<file path="config.mk">
export PLATFORM = sky130hd
export DESIGN_NAME = pipe_stage_reg
export DESIGN_NICKNAME = d
export VERILOG_FILES = /design/src/rtl/pipe_pkg.sv /design/src/rtl/sat_counter.sv /design/src/rtl/pipe_stage_reg.sv
export SDC_FILE = /design/constraint.sdc
export NUM_CORES = 1
export LEC_CHECK = 0
export CELL_PAD_IN_SITES_DETAIL_PLACEMENT = 1
export CELL_PAD_IN_SITES_GLOBAL_PLACEMENT = 1
export CORE_ASPECT_RATIO = 1.4
export CORE_MARGIN = 5
export CORE_UTILIZATION = 26
export DETAILED_ROUTE_END_ITERATION = 10
export DONT_BUFFER_PORTS = 1
export PLACE_DENSITY_LB_ADDON = 0.2
export SETUP_SLACK_MARGIN = 0.02
export SYNTH_ARGS = -nofsm -noshare
export SYNTH_HDL_FRONTEND = slang
export SYNTH_SLANG_ARGS = --single-unit
export TNS_END_PERCENT = 100
</file>
<file path="constraint.sdc">
create_clock -name clk_i -period 3.05 [get_ports clk_i]
set_clock_uncertainty 0.05 [all_clocks]
set_input_delay 0.305 -clock clk_i [delete_from_list [all_inputs] [get_ports clk_i]]
set_output_delay 0.305 -clock clk_i [all_outputs]
set_load 0.02 [all_outputs]
</file>
<file path="src/rtl/pipe_pkg.sv">
// Shared types and constants for pipeline stage registers.
package pipe_pkg;

  typedef enum logic [1:0] {
    EMPTY = 2'd0,
    ONE   = 2'd1,
    TWO   = 2'd2
  } stage_state_t;

  localparam logic [31:0] NOP_INSTR = 32'h0000_0000;
  localparam int unsigned IFID_W    = 64;  // {pc[31:0], instr[31:0]}

endpackage

</file>
<file path="src/rtl/sat_counter.sv">
// Saturating up-counter, cleared only by the asynchronous reset.
module sat_counter
  import pipe_pkg::*;
#(
  parameter int unsigned W = 16
) (
  input  logic         clk_i,
  input  logic         rst_i,
  input  logic         inc_i,
  output logic [W-1:0] cnt_o
);

  logic [W-1:0] cnt_q;

  // NOTE: sequential state is always written with non-blocking assignments so
  // every flop samples pre-edge values regardless of block evaluation order.
  always_ff @(posedge clk_i or negedge rst_i) begin
    if (!rst_i) begin
      cnt_q <= '0;
    end else if (inc_i && (cnt_q != {W{1'b1}})) begin
      cnt_q <= cnt_q + 1'b1;
    end
  end

  assign cnt_o = cnt_q;

endmodule

</file>
<file path="src/rtl/pipe_stage_reg.sv">
// Pipeline boundary register with valid/ready handshake, 2-entry skid buffer,
// synchronous flush/hold, and saturating bubble/stall counters.
module pipe_stage_reg
  import pipe_pkg::*;
#(
  parameter int unsigned          DATA_W    = IFID_W,
  parameter logic [DATA_W-1:0]    FLUSH_VAL = {DATA_W{1'b0}},
  parameter int unsigned          CNT_W     = 16
) (
  input  logic              clk_i,
  input  logic              rst_i,
  input  logic              valid_i,
  input  logic [DATA_W-1:0] data_i,
  output logic              ready_o,
  output logic              valid_o,
  output logic [DATA_W-1:0] data_o,
  input  logic              ready_i,
  input  logic              hold_i,
  input  logic              flush_i,
  output logic [CNT_W-1:0]  bubble_cnt_o,
  output logic [CNT_W-1:0]  stall_cnt_o
);

  stage_state_t      state_q, state_d;
  logic [DATA_W-1:0] main_q, main_d;
  logic [DATA_W-1:0] skid_q, skid_d;
  logic              acc, fire;

  // ready_o depends only on state, so no combinational path from ready_i.
  assign valid_o = (state_q != EMPTY);
  assign ready_o = (state_q != TWO);
  assign data_o  = main_q;
  assign acc     = valid_i & ready_o;
  assign fire    = valid_o & ready_i & ~hold_i;

  // NOTE: every signal assigned here gets a default first, so no path leaves
  // it unassigned and no latch is inferred.
  always_comb begin
    state_d = state_q;
    main_d  = main_q;
    skid_d  = skid_q;
    if (flush_i) begin
      state_d = EMPTY;
      main_d  = FLUSH_VAL;
      skid_d  = FLUSH_VAL;
    end else begin
      unique case (state_q)
        EMPTY: begin
          if (acc) begin
            state_d = ONE;
            main_d  = data_i;
          end
        end
        ONE: begin
          if (acc && fire) begin
            main_d  = data_i;
          end else if (acc) begin
            state_d = TWO;
            skid_d  = data_i;
          end else if (fire) begin
            state_d = EMPTY;  // main keeps the last delivered payload
          end
        end
        TWO: begin
          if (fire) begin
            state_d = ONE;
            main_d  = skid_q;
          end
        end
        default: state_d = EMPTY;
      endcase
    end
  end

  // NOTE: payload storage is reset as well because data_o must show FLUSH_VAL
  // after reset, not merely be qualified by valid_o.
  always_ff @(posedge clk_i or negedge rst_i) begin
    if (!rst_i) begin
      state_q <= EMPTY;
      main_q  <= FLUSH_VAL;
      skid_q  <= FLUSH_VAL;
    end else begin
      state_q <= state_d;
      main_q  <= main_d;
      skid_q  <= skid_d;
    end
  end

  sat_counter #(.W(CNT_W)) u_bubble_cnt (
    .clk_i (clk_i),
    .rst_i (rst_i),
    .inc_i (~valid_o),
    .cnt_o (bubble_cnt_o)
  );

  sat_counter #(.W(CNT_W)) u_stall_cnt (
    .clk_i (clk_i),
    .rst_i (rst_i),
    .inc_i (valid_o & ~fire),
    .cnt_o (stall_cnt_o)
  );

endmodule

</file>
==> impl_metrics.env <==
export IMPL_path_class="flop to flop"
export IMPL_yosys_warnings=0
export IMPL_finalHoldViolCount=162
export IMPL_grt_pass1_wl_mm=39.2
export IMPL_port_buffer_count=0
export IMPL_track_usage_pct=14.7
export IMPL_hold_class="primary input to asynchronous set/reset pin"
export IMPL_slew_viol_final=0
export IMPL_start_util_pct=26.4
export IMPL_p_leak_nw=4.24
export IMPL_grt_busiest_layer="met2"
export IMPL_synthCells=800
export IMPL_min_period_over_period_pct=75.1
export IMPL_finalCoreUtilization_pct=31.8
export IMPL_viasPerCell=4.76
export IMPL_rows=75
export IMPL_fp_coreArea_mm2=0.0300
export IMPL_hpwl_mm=14.0
export IMPL_status="finished with violations"
export IMPL_timing_setup_tns_ns=0
export IMPL_grt_pass1_vias=6728
export IMPL_maxCapViolCount=0
export IMPL_synth_area_leader_cell="dfrtp_1"
export IMPL_dp_worst_setup_slack_ns=0.701
export IMPL_synthTopCellsByArea="dfrtp_1 51%, nand2_1 13%, mux2_4 11%"
export IMPL_grt_use_met2_pct=24.7
export IMPL_worstSetupEndpointType="flop"
export IMPL_syn_avg_cell_area_um2=9.92
export IMPL_drc=0
export IMPL_routed_wl_mm=24.6
export IMPL_diodes=0
export IMPL_clkTransAtPathRegs_ns=0.07
export IMPL_gp_congestion=0.707
export IMPL_finalSetupViolCount=0
export IMPL_root_buffer="clkbuf_16"
export IMPL_yosysSeqAreaShare_pct=51.1
export IMPL_reg2reg_slack_ns=0.76
export IMPL_final_antenna_net_count=0
export IMPL_cts_setup_buffers=0
export IMPL_synthArstFlopShare_pct=100
export IMPL_layout_cells_non_filler=1237
export IMPL_drt_iter0_drc=222
export IMPL_worst_pin_slew_ns=0.853
export IMPL_grt_max_degree=163
export IMPL_drt_pass1_iterations=4
export IMPL_dieWidth_um=158
export IMPL_cts_buffers=17
export IMPL_io_pins=168
export IMPL_fill_cells=3389
export IMPL_yosys_cell_types_count=51
export IMPL_crit_path_start_kind="flop"
export IMPL_synth_nets=872
export IMPL_clk_path_buf_depth=2
export IMPL_required_ns=3.38
export IMPL_slew_headroom_pct=43.1
export IMPL_crit_arrival_ns=2.62
export IMPL_use_met3_pct=4.71
export IMPL_synth_top_area_share_pct=51.1
export IMPL_synth_seq_cells=162
export IMPL_dp_cells=1142
export IMPL_fin_nets=913
export IMPL_grt_overflow=0
export IMPL_cts_hold_buffers=65
export IMPL_peakVddDrop_v=0.000358
export IMPL_cts_tree="built"
export IMPL_grt_use_met1_pct=17.8
export IMPL_final_cell_mix="267 x nand2_1, 162 x dfrtp_1, 137 x a21oi_1"
export IMPL_p_per_area_mw_per_mm2=635
export IMPL_fmax_ghz=0.436
export IMPL_worst_slack_ns=0.759
export IMPL_violations="negative hold slack"
export IMPL_clock_sinks=162
export IMPL_hold_ws_ns=-0.487
export IMPL_crit_fanout=40
export IMPL_synth_edff_count=0
export IMPL_dr_total_vias=5889
export IMPL_insertion_delay_ns=0.44
export IMPL_rsz0062_at_grt="false"
export IMPL_die_area_mm2=0.0342
export IMPL_final_common_cell="nand2_1"
export IMPL_syn2layout_area_growth_pct=20.2
export IMPL_wl_per_cell_um=19.9
export IMPL_synth_flop_cell="dfrtp_1"
export IMPL_period_needed_ns=2.29
export IMPL_dieHeight_um=217
export IMPL_synth_area_mm2=0.00794
export IMPL_cts_resized_gates=0
export IMPL_cts_htree_levels=4
export IMPL_layout_drive_gt1_share_pct=14.2
export IMPL_grt_antenna_before_repair=0
per-layer routing:
metal  routed length, um  vias up  part of all wire (%)
met5                   0        -                     0
met4                 368        0                   1.5
met3                1650       20                   6.7
met2               12100      126                    49
met1               10500     2970                    43
li1                    -     2773                     -
path summary, 6_finish.rpt:
| kind | to | cells past startpoint | from |
|---|---|---|---|
| worst min register to register | skid_q[28] | 2 | skid_q[28] |
| worst max-delay path | data_o[24] | 6 | state_q[1] |
| worst max register to register | data_o[24] | 6 | state_q[1] |
| max in group asynchronous | data_o[49] | 0 | rst_i |
| worst min-delay path | u_stall_cnt.cnt_o[10] | 0 | rst_i |
| min in group clk_i | state_q[0] | 3 | valid_i |
sequential cells by signal (all words and copies together), names as in the netlist:
signal / flops
skid_q: 64
state_q: 2
data_o: 64
u_stall_cnt.cnt_o: 16
u_bubble_cnt.cnt_o: 16
synthesized netlist by cell type (6+ instances only):
library cell  instances
nand2_1             267
dfrtp_1             162
a21oi_1             137
mux2_4               60
buf_2                15
buf_6                15
xnor2_1              13
nand3_1              12
and3_1               10
clkbuf_1              9
nand4_1               9
buf_4                 7
xor2_1                7
buf_1                 6
nor2_1                6
area by class of cell:
| cell class | count | area, um2 | share of cell area, % |
|---|---|---|---|
| repair buffers | 74 | 786 | 8.24 |
| inverters | 5 | 18.8 | 0.197 |
| flip-flops and latches | 162 | 4050 | 42.5 |
| multi-input cells | 581 | 3510 | 36.8 |
| well taps | 385 | 482 | 5.05 |
| clock inverters | 10 | 230 | 2.41 |
| clock buffers | 20 | 457 | 4.79 |
critical path: stages, from the launching register on:
cell	delay [ns]
dfrtp_1	0.45
nor2b_4	0.17
inv_2	0.46
buf_4	0.56
nand2_1	0.11
a21oi_1	0.22
mux2_4	0.18
cells by family after synthesis:
group / count (synthesis) / synth area share [%]
AND/OR/NAND/NOR: 329 / 18.0
AO/OA/AOI/OAI: 159 / 10.8
multiplexers: 71 / 12.9
buffers and inverters: 57 / 4.68
XOR/XNOR: 20 / 2.21
adder cells (fa/ha/maj): 2 / 0.315
flip-flops: 162 / 51.1
report_power, final:
part	switching, mW	leakage (nW)	internal (mW)
registers	0.472	2.15	2.35
logic	0.312	1.76	0.360
clock network	0.914	0.328	1.65
metrics by stage:
step           power, mW  hold slack [ns]  area [um2]
6_report            6.05           -0.487        9540
5_1_grt             6.34           -0.520        9540
4_1_cts             6.18           -0.532        9540
3_5_place_dp        3.45          -0.0335        8180
3_3_place_gp        3.44          -0.0337        8180
2_1_floorplan       3.28          -0.0406        7940
(Power assumes the default switching activity.)
